### src/rtl/alu_pkg.sv
// Shared ALU definitions: op_sel encodings, flag bit positions and the
// state encoding of the iterative inc/dec unit.
package alu_pkg;

    localparam logic [1:0] OP_INC_A = 2'b00;
    localparam logic [1:0] OP_INC_B = 2'b01;
    localparam logic [1:0] OP_DEC_A = 2'b10;
    localparam logic [1:0] OP_DEC_B = 2'b11;

    localparam int FLG_N = 3;
    localparam int FLG_Z = 2;
    localparam int FLG_C = 1;
    localparam int FLG_V = 0;

    typedef enum logic [1:0] {
        IDLE = 2'd0,
        RUN  = 2'd1,
        DONE = 2'd2
    } state_t;

endpackage

### src/rtl/alu_step.sv
// Single +1/-1 step on an ANCHO-bit value, reporting unsigned wrap
// (carry or borrow) and signed overflow of that step.
module alu_step #(
    parameter int ANCHO = 4
) (
    input  logic [ANCHO-1:0] value,
    input  logic             dir,      // 0 = increment, 1 = decrement
    output logic [ANCHO-1:0] next,
    output logic             carry,
    output logic             ovf
);

    localparam logic [ANCHO-1:0] ALL_ONES = {ANCHO{1'b1}};
    localparam logic [ANCHO-1:0] MAX_POS  = {1'b0, {(ANCHO-1){1'b1}}};
    localparam logic [ANCHO-1:0] MIN_NEG  = {1'b1, {(ANCHO-1){1'b0}}};

    always_comb begin
        next  = '0;
        carry = 1'b0;
        ovf   = 1'b0;
        if (dir) begin
            next  = value - ANCHO'(1);
            carry = (value == '0);
            ovf   = (value == MIN_NEG);
        end else begin
            next  = value + ANCHO'(1);
            carry = (value == ALL_ONES);
            ovf   = (value == MAX_POS);
        end
    end

endmodule

### src/rtl/alu_incdec_iter.sv
// Iterative inc/dec unit: applies reps single steps to operand A or B,
// one per cycle, with a registered result and sticky C/V flags.
module alu_incdec_iter
    import alu_pkg::*;
#(
    parameter int ANCHO = 4,
    parameter int CNT_W = 4
) (
    input  logic             clk,
    input  logic             rst_n,
    input  logic             start,
    input  logic [1:0]       op_sel,
    input  logic [ANCHO-1:0] a,
    input  logic [ANCHO-1:0] b,
    input  logic [CNT_W-1:0] reps,
    output logic             busy,
    output logic             done,
    output logic [ANCHO-1:0] aluresult,
    output logic [3:0]       aluflags,
    output state_t           state_dbg
);

    // Handshake: start is sampled only while busy=0 (IDLE or DONE); a start
    // seen there is accepted at that edge. busy is high for exactly reps
    // cycles, then done pulses for one cycle with aluresult/aluflags valid.
    // start while busy=1 is dropped, never queued.

    state_t           state_q, state_d;
    logic [CNT_W-1:0] cnt_q;
    logic             dir_q;
    logic [ANCHO-1:0] result_q;
    logic             n_q, z_q, c_q, v_q;

    logic             accept;
    logic [ANCHO-1:0] operand;
    logic [ANCHO-1:0] step_next;
    logic             step_carry, step_ovf;

    assign accept  = start && (state_q != RUN);
    assign operand = op_sel[0] ? b : a;

    alu_step #(.ANCHO(ANCHO)) u_step (
        .value (result_q),
        .dir   (dir_q),
        .next  (step_next),
        .carry (step_carry),
        .ovf   (step_ovf)
    );

    always_comb begin
        state_d = state_q;
        case (state_q)
            IDLE, DONE: begin
                if (start) state_d = (reps != '0) ? RUN : DONE;
                else       state_d = IDLE;
            end
            RUN:     if (cnt_q == CNT_W'(1)) state_d = DONE;
            default: state_d = IDLE;
        endcase
    end

    always_ff @(posedge clk) begin
        if (!rst_n) begin
            state_q  <= IDLE;
            cnt_q    <= '0;
            dir_q    <= 1'b0;
            result_q <= '0;
            n_q      <= 1'b0;
            z_q      <= 1'b0;
            c_q      <= 1'b0;
            v_q      <= 1'b0;
        end else begin
            state_q <= state_d;
            if (accept) begin
                result_q <= operand;
                dir_q    <= op_sel[1];
                cnt_q    <= reps;
                n_q      <= operand[ANCHO-1];
                z_q      <= (operand == '0);
                c_q      <= 1'b0;
                v_q      <= 1'b0;
            end else if (state_q == RUN) begin
                result_q <= step_next;
                cnt_q    <= cnt_q - CNT_W'(1);
                n_q      <= step_next[ANCHO-1];
                z_q      <= (step_next == '0);
                c_q      <= c_q | step_carry;
                v_q      <= v_q | step_ovf;
            end
        end
    end

    always_comb begin
        aluflags        = '0;
        aluflags[FLG_N] = n_q;
        aluflags[FLG_Z] = z_q;
        aluflags[FLG_C] = c_q;
        aluflags[FLG_V] = v_q;
    end

    assign busy      = (state_q == RUN);
    assign done      = (state_q == DONE);
    assign aluresult = result_q;
    assign state_dbg = state_q;

endmodule
### config.mk
export PLATFORM = sky130hd
export DESIGN_NAME = alu_incdec_iter
export DESIGN_NICKNAME = d
export VERILOG_FILES = /design/src/rtl/alu_pkg.sv /design/src/rtl/alu_step.sv /design/src/rtl/alu_incdec_iter.sv
export SDC_FILE = /design/constraint.sdc
export NUM_CORES = 1
export LEC_CHECK = 0
export CAP_MARGIN = 20
export CORE_UTILIZATION = 49
export CTS_CLUSTER_DIAMETER = 200
export DETAILED_ROUTE_END_ITERATION = 10
export GPL_TIMING_DRIVEN = 0
export PLACE_DENSITY_LB_ADDON = 0.1
export SYNTH_ARGS = -nofsm -noshare
export SYNTH_HDL_FRONTEND = slang
export SYNTH_SLANG_ARGS = --single-unit
### constraint.sdc
create_clock -name clk -period 3.25 [get_ports clk]
set_clock_uncertainty 0.1 [all_clocks]
set_input_delay 0.325 -clock clk [delete_from_list [all_inputs] [get_ports clk]]
set_output_delay 0.325 -clock clk [all_outputs]
set_load 0.01 [all_outputs]
==> impl_metrics.json, run 1 <==
{
  "outcome": "completed",
  "crit_type": "reg -> out",
  "finalInstanceArea_um2": 1260,
  "die_h_um": 45.5,
  "arrival_ns": 1.64,
  "grt_pass1_vias": 878,
  "syn2layout_area_growth_pct": 36.5,
  "diodes": 0,
  "dominantRegCellSynth": "dfxtp_1",
  "routedWlPerCell_um": 13.4,
  "synthArstFlopShare_pct": 0,
  "placementRows": 15,
  "io_buffers": 27,
  "htreeDepth": 1,
  "clockRootBuffer": "clkbuf_4",
  "p_per_area_nw_per_um2": 399,
  "p_sw_share_pct": 32.4,
  "gp_congestion": 0.824,
  "viasPerCell": 5.67,
  "nets": 170,
  "dr.pass1.iters": 4,
  "sequentialPowerShare_pct": 41.1,
  "drt_wl_total_mm": 2.30,
  "hold_class": "reg -> reg",
  "post-dp-hpwl_mm": 1.68,
  "p_int_mw": 0.341,
  "grt_usage_pct": 24.4,
  "stdcell_count": 171,
  "drc": 0,
  "rsz0062_at_grt": "no",
  "final_cell_mix": "clkdlybuf4s50_1, dfxtp_1, nand2_1",
  "fmax_mhz": 484,
  "die_area_um2": 2070,
  "cts_resized": 0,
  "endpoint_kind": "primary output",
  "syn_nets": 138,
  "cp-start-kind": "flip-flop",
  "cp.required_ns": 2.82,
  "worst-slew-pin-transition_ns": 0.431,
  "hold_viol": 0,
  "relSlewSlack_pct": 71.3,
  "synth_area_leaders": "dfxtp_1, ha_1, nand2_1",
  "ir_drop_uv": 318,
  "synthesis.area_um2": 926,
  "synth_top_area_share_pct": 30.3,
  "antenna_found_initial": 0,
  "mostFrequentLayoutCell": "clkdlybuf4s50_1",
  "cts.sinks": 14,
  "fin_crit_ns": 2.07,
  "setup_tns_ns": 0,
  "drtIter0Drc": 23,
  "cts_tree": "built",
  "clk_latency_ns": 0.30,
  "grt_max_degree": 11,
  "start_util_pct": 53.0,
  "drtAntennaViolNets": 0,
  "cp_max_fo": 10,
  "ys_types": 38,
  "drv_slew": 0,
  "place_ws_ns": 1.39,
  "p_leak_nw": 0.512,
  "cts_setup_buffers": 0,
  "ys_seq_area_share_pct": 30.3,
  "cts.clk_slew.worst_paths_ns": 0.10,
  "fin_crit_sh_pct": 63.5,
  "cts.path.max_buffers": 2,
  "share_comb_of_total_power_pct": 32.1,
  "overflow": 0,
  "synth_top_area_cell": "dfxtp_1",
  "maxCapViolCount": 0,
  "ys_ff_latch": 14,
  "die_w_um": 45.5,
  "core_area_um2": 1750,
  "dp.cells": 167,
  "power_mw": 0.504,
  "postCtsHoldBufs": 0,
  "syn_avg_cell_area_um2": 8.05,
  "setup_ws_ns": 1.18,
  "synth_edf_count": 0,
  "setup_violations": 0,
  "postSynthCellCount": 115,
  "io_pins": 29,
  "grt_pass1_wl_mm": 3.71,
  "power_frac_clock_pct": 26.8,
  "vias": 969,
  "yosys_warnings": 0,
  "switching_power_mw": 0.163,
  "dpl_cell_area_um2": 1230,
  "cts_inserted_buffers": 3,
  "drive_above_1_share_pct": 8.90
}
[layout make-up]
cell class / count / area (um^2)
inverters: 8 / 32.5
flip-flops and latches: 14 / 280
repair buffers: 27 / 270
clock buffers: 4 / 36.3
well taps: 25 / 31.3
multi-input cells: 83 / 553
plain buffers: 10 / 60.1
fillers: 156 / 482
[through the flow]
stage / util, % / hold slack, ns
6_report: 72.4 / 0.412
5_1_grt: 72.4 / 0.455
4_1_cts: 72.4 / 0.414
3_5_place_dp: 70.3 / 0.390
3_3_place_gp: 70.3 / 0.385
2_1_floorplan: - / 0.356
[synth_stat cells (all sizes together) (4+ instances only)]
master and count:
inv 8, nand2 12, a21oi 4, dfxtp 14
o21ai 4, nor2 10, mux2i 4, a21boi 4
ha 5, buf 8
[state kept, by name, summed over array words and instances, names as in the netlist]
name,flops
aluresult,4
cnt_q,4
c_q,1
dir_q,1
v_q,1
state_dbg,2
z_q,1
[path summary, 6_finish.rpt]
kind	start	endpoint	slack, ns	cells after the start
worst max register to register	aluresult[0]	z_q	1.58	5
worst max-delay path	state_dbg[0]	busy	1.18	4
worst min-delay path	v_q	v_q	0.41	2
worst min register to register	v_q	v_q	0.41	2
[cell families (layout without fill, tap and decap cells)]
logic type / count (synthesis) / count (layout) / share of synthesized area (%)
AO/OA/AOI/OAI: 29 / 29 / 21.6
buffers and inverters: 18 / 49 / 10.0
XOR/XNOR: 3 / 3 / 2.84
multiplexers: 4 / 4 / 4.32
AND/OR/NAND/NOR: 41 / 41 / 22.0
flip-flops: 14 / 14 / 30.3
adder cells (fa/ha/maj): 6 / 6 / 8.92
[power by group through the flow]
stage	Combinational [mW]	Sequential, mW	Clock (mW)
4_1_cts	0.161	0.207	0.133
3_3_place_gp	0.156	0.209	0
3_5_place_dp	0.160	0.210	0
5_1_grt	0.178	0.210	0.140
2_1_floorplan	0.0946	0.208	0
6_report	0.162	0.207	0.135
[routing by layer]
metal / part of all wire [%] / vias to the layer above / track usage (%)
met4: 2.0 / 0 / 8.48
met1: 44 / 455 / 30.6
met2: 46 / 39 / 42.0
met5: 0 / - / 0
met3: 7.8 / 8 / 3.57
li1: - / 467 / -
[critical path: stages (launching register included)]
cell             delay, ns
dfxtp_1               0.41
nand2b_1              0.07
buf_2                 0.18
inv_4                 0.13
clkdlybuf4s50_1       0.55
No activity file was read; power rests on OpenSTA's default activity.
==> run 2: changes to the inputs <==
--- a/config.mk
+++ b/config.mk
@@ -6,7 +6,7 @@
 export NUM_CORES = 1
 export LEC_CHECK = 0
 export CAP_MARGIN = 20
-export CORE_UTILIZATION = 49
+export CORE_UTILIZATION = 45
 export CTS_CLUSTER_DIAMETER = 200
 export DETAILED_ROUTE_END_ITERATION = 10
 export GPL_TIMING_DRIVEN = 0
==> constraint.sdc (replaced) <==
create_clock -name clk -period 2.1 [get_ports clk]
set_clock_uncertainty 0.1 [all_clocks]
set_input_delay 0.21 -clock clk [delete_from_list [all_inputs] [get_ports clk]]
set_output_delay 0.21 -clock clk [all_outputs]
set_load 0.01 [all_outputs]
==> run 2 against run 1 <==
  * Sequential power is 54% higher
  * Largest cell class unchanged
  * Hold slack worse by 0.026 ns
  * Sequential share of layout area hardly changed
  * First-iteration DRC count is 8.7% lower
  * Clock power is 47% higher
  * Via count is 3.5% lower
  * Final cell count is 1.2% higher
==> impl_metrics.json, run 2 (synthesis gave the netlist of run 1 again) <==
{
  "routedWlPerCell_um": 13.5,
  "start_util_pct": 47.7,
  "vias": 935,
  "rsz0062_at_grt": "no",
  "nets": 170,
  "crit_chain": "nand2b_1 -> buf_2 -> inv_4 -> clkdlybuf4s50_1",
  "syn2layout_area_growth_pct": 36.8,
  "p_leak_nw": 0.512,
  "core_area_um2": 1940,
  "whs_ns": 0.386,
  "fmax_mhz": 525,
  "relSlewSlack_pct": 69.6,
  "dr.pass1.iters": 5,
  "crit_type": "reg -> out",
  "endpoint_kind": "primary output",
  "drtIter0Drc": 21,
  "cp_max_fo": 10,
  "cts_setup_buffers": 0,
  "setup_ws_ns": 0.194,
  "drive_above_1_share_pct": 8.90,
  "cts_resized": 0,
  "ir_drop_uv": 462,
  "grt_max_degree": 11,
  "max_stage_delay_ns": 0.55,
  "io_buffers": 27,
  "io_pins": 29,
  "maxCapViolCount": 0,
  "hold-path-endpoint": "dir_q",
  "hold_start": "op_sel[1]",
  "grt_pass1_vias": 862,
  "fin_crit_ns": 1.91,
  "worst-slew-pin-transition_ns": 0.455,
  "setup_tns_ns": 0,
  "antenna_found_initial": 0,
  "cts.clk_slew.worst_paths_ns": 0.09,
  "die_h_um": 47.4,
  "cp.required_ns": 1.79,
  "mostFrequentLayoutCell": "clkdlybuf4s50_1",
  "cts.path.max_buffers": 2,
  "grt_usage_pct": 23.3,
  "post-dp-hpwl_mm": 1.81,
  "power_mw": 0.769,
  "place_ws_ns": 0.341,
  "htreeDepth": 1,
  "post-route-util_pct": 65.2,
  "cts_tree": "built",
  "overflow": 0,
  "p_per_area_nw_per_um2": 607,
  "clockRootBuffer": "clkbuf_4",
  "cts_inserted_buffers": 3,
  "die_area_um2": 2240,
  "drc": 0,
  "reg2reg_from": "aluresult[0]",
  "gp_congestion": 0.805,
  "critical-path-slowest-cell": "clkdlybuf4s50_1",
  "drv_slew": 0,
  "outcome": "completed",
  "drtAntennaViolNets": 0,
  "placementRows": 16,
  "postCtsHoldBufs": 0,
  "viasPerCell": 5.40,
  "r2r_cells": 5,
  "grt_pass1_wl_mm": 3.69,
  "fin_crit_sh_pct": 90.8,
  "rr_endpoint": "z_q",
  "r2r_slack_ns": 0.37,
  "drt_wl_total_mm": 2.34,
  "cp-start-kind": "flip-flop",
  "diodes": 0,
  "arrival_ns": 1.60,
  "clk_latency_ns": 0.28,
  "cts.sinks": 14,
  "hold_class": "in -> reg",
  "hold_viol": 0,
  "setup_violations": 0,
  "final_cell_mix": "clkdlybuf4s50_1, dfxtp_1, nand2_1",
  "hold_path_depth": 3,
  "die_w_um": 47.4
}
[run 2: cell counts in the layout (fill, tap and decap cells not counted)]
No cell type changed its count.
[run 2: layout make-up]
type	count	area, um^2
fill	190	676
multi-input combinational	83	553
sequential	14	280
timing repair buffer	27	270
buffer	10	60.1
clock buffer	4	36.3
tap	27	33.8
inverter	8	32.5
[run 2: power breakdown]
part / total, mW / internal [mW] / leakage [nW] / switching [mW]
Sequential: 0.319 / 0.289 / 0.115 / 0.0300
Clock: 0.198 / 0.106 / 0.0210 / 0.0927
Combinational: 0.251 / 0.132 / 0.376 / 0.119
Total: 0.769 / 0.527 / 0.512 / 0.242
[run 2: how the worst max path moves through the flow]
| stage | to | cells after the start | from |
|---|---|---|---|
| CTS | busy | 4 | state_dbg[0] |
| finish | busy | 4 | state_dbg[0] |
| global placement | aluresult[1] | 4 | start |
| detailed placement | aluresult[0] | 4 | start |
| global route | busy | 4 | state_dbg[0] |
| floorplan | z_q | 5 | aluresult[0] |
[run 2: worst max-delay path, delay by kind of cell (launching register included)]
kind / cells / cell delay [ns]
DFF: 1 / 0.39
and+or+nand+nor: 1 / 0.07
buffers and inverters: 3 / 0.86
[run 2: per-stage QoR]
step | std cells | instance area, um^2
floorplan | 115 | 926
detailed placement | 169 | 1230
global route | 173 | 1270
global placement | 169 | 1230
CTS | 173 | 1270
finish | 173 | 1270
[run 2: layer usage]
layer	vias to the layer above	share of wire, %	wire length, um	global-route usage [%]
met1	442	44	1040	28.3
li1	466	-	-	-
met2	23	50	1170	41.4
met3	4	4.7	111	3.46
met5	-	0	0	0
met4	0	0.81	19	8.00
==> run 3: changes to the inputs <==
--- a/config.mk
+++ b/config.mk
@@ -6,9 +6,10 @@
 export NUM_CORES = 1
 export LEC_CHECK = 0
 export CAP_MARGIN = 20
-export CORE_UTILIZATION = 45
+export CORE_UTILIZATION = 50
 export CTS_CLUSTER_DIAMETER = 200
 export DETAILED_ROUTE_END_ITERATION = 10
+export DONT_BUFFER_PORTS = 1
 export GPL_TIMING_DRIVEN = 0
 export PLACE_DENSITY_LB_ADDON = 0.1
 export SYNTH_ARGS = -nofsm -noshare
==> run 3 against run 2 <==
  * Critical path depth grew 2
  * Total power decreased by 8.7%
  * Core utilization fell by 5.9 points
  * Sequential power up 2%
  * Non-clock buffer count is 24 lower
  * Clock power about the same
  * Combinational power fell by 29%
  * Die area is 9.6% lower
  * Global-route usage down 1.9 points
  * Via count shrank 12%
  * Hold slack worse by 0.33 ns
  * Clock-buffer cell count did not move
  * Largest cell class unchanged
  * Highest routed layer unchanged
==> impl_metrics.json, run 3 (synthesis gave the netlist of run 1 again) <==
{
  "outcome": "completed",
  "nets": 146,
  "maxCapViolCount": 0,
  "syn2layout_area_growth_pct": 10.5,
  "cp_max_fo": 10,
  "start_util_pct": 53.6,
  "antenna_found_initial": 0,
  "fin_crit_ns": 1.93,
  "overflow": 0,
  "fin_crit_sh_pct": 91.9,
  "viasPerCell": 5.63,
  "cts_setup_buffers": 0,
  "clockRootBuffer": "clkbuf_4",
  "drive_above_1_share_pct": 10.7,
  "grt_max_degree": 11,
  "drtAntennaViolNets": 0,
  "crit_type": "reg -> reg",
  "clk_latency_ns": 0.28,
  "io_pins": 29,
  "drt_wl_total_mm": 2.03,
  "finalInstanceArea_um2": 1020,
  "gp_congestion": 0.815,
  "mostFrequentLayoutCell": "dfxtp_1",
  "grt_usage_pct": 21.4,
  "endpoint_kind": "flip-flop",
  "setup_tns_ns": 0,
  "post-dp-hpwl_mm": 1.47,
  "p_per_area_nw_per_um2": 686,
  "die_w_um": 45.0,
  "routedWlPerCell_um": 13.8,
  "setup_violations": 0,
  "nFillCells": 160,
  "cts.clk_slew.worst_paths_ns": 0.09,
  "seq_area_um2": 280,
  "hold_class": "in -> reg",
  "diodes": 0,
  "relSlewSlack_pct": 69.2,
  "dpl_cell_area_um2": 957,
  "grt_pass1_wl_mm": 3.10,
  "cts_resized": 0,
  "cp.required_ns": 2.22,
  "rsz0062_at_grt": "no",
  "cp-start-kind": "flip-flop",
  "final_cell_mix": "dfxtp_1, nand2_1, nor2_1",
  "cts.path.max_buffers": 2,
  "drc": 0,
  "hold_viol": 0,
  "die_h_um": 45.0,
  "io_buffers": 0,
  "drv_slew": 0,
  "die_area_um2": 2030,
  "p_leak_nw": 0.426,
  "placementRows": 15,
  "drtIter0Drc": 28,
  "worst-slew-pin-transition_ns": 0.457,
  "vias": 827,
  "cts.sinks": 14,
  "multi_input_area_um2": 553,
  "cts_tree": "built",
  "htreeDepth": 1,
  "dr.pass1.iters": 4,
  "ir_drop_uv": 525,
  "core_area_um2": 1730,
  "grt_pass1_vias": 738,
  "cts_inserted_buffers": 3,
  "arrival_ns": 2.05,
  "fmax_mhz": 518
}
[run 3: power by group]
| group | total, mW | internal [mW] | switching (mW) |
|---|---|---|---|
| combinational | 0.179 | 0.0825 | 0.0968 |
| sequential | 0.325 | 0.289 | 0.0357 |
| clock | 0.198 | 0.105 | 0.0927 |
| total | 0.702 | 0.477 | 0.225 |
[run 3: critical path, cell delays in order (launching register included)]
cell	delay, ns
dfxtp_1	0.40
nand2b_1	0.12
buf_2	0.21
buf_2	0.26
nand3_1	0.10
a21boi_1	0.14
dlygate4sd3_1	0.56
[run 3: per-layer routing]
metal | vias up | part of all wire, % | track usage, %
li1 | 418 | - | -
met4 | 0 | 1.3 | 10.9
met3 | 2 | 5.8 | 3.20
met2 | 25 | 44 | 34.5
met5 | - | 0 | 0
met1 | 382 | 48 | 27.7
[run 3: metrics by stage]
| stage | power, mW | hold WS, ns | instances | setup WS, ns | utilization, % |
|---|---|---|---|---|---|
| 2_1_floorplan | 0.469 | 0.256 | 115 | 0.533 | - |
| 3_3_place_gp | 0.500 | 0.263 | 140 | 0.408 | 55.4 |
| 3_5_place_dp | 0.504 | 0.267 | 140 | 0.391 | 55.4 |
| 4_1_cts | 0.702 | 0.0480 | 147 | 0.197 | 59.3 |
| 5_1_grt | 0.741 | 0.0559 | 147 | 0.0574 | 59.3 |
| 6_report | 0.702 | 0.0538 | 147 | 0.170 | 59.3 |
[run 3: timing repair]
action	4_1_cts	5_1_grt
hold endpoints to repair	4	0
setup endpoints to repair	0	0
hold buffers	3	0
[run 3: final cells by class]
| type | count | share of cell area [%] |
|---|---|---|
| Inverter | 8 | 3.18 |
| Timing Repair Buffer | 3 | 2.93 |
| Tap cell | 25 | 3.06 |
| Buffer | 10 | 5.87 |
| Multi-Input combinational cell | 83 | 54.0 |
| Sequential cell | 14 | 27.4 |
| Clock buffer | 4 | 3.55 |
[run 3: final timing paths]
check             slack (ns)  cells after the start  endpoint    startpoint
setup / recovery        0.17                      6     dir_q  state_dbg[1]
hold / removal          0.05                      3       v_q         start
setup reg to reg        0.17                      6     dir_q  state_dbg[1]
hold reg to reg         0.41                      2       v_q           v_q
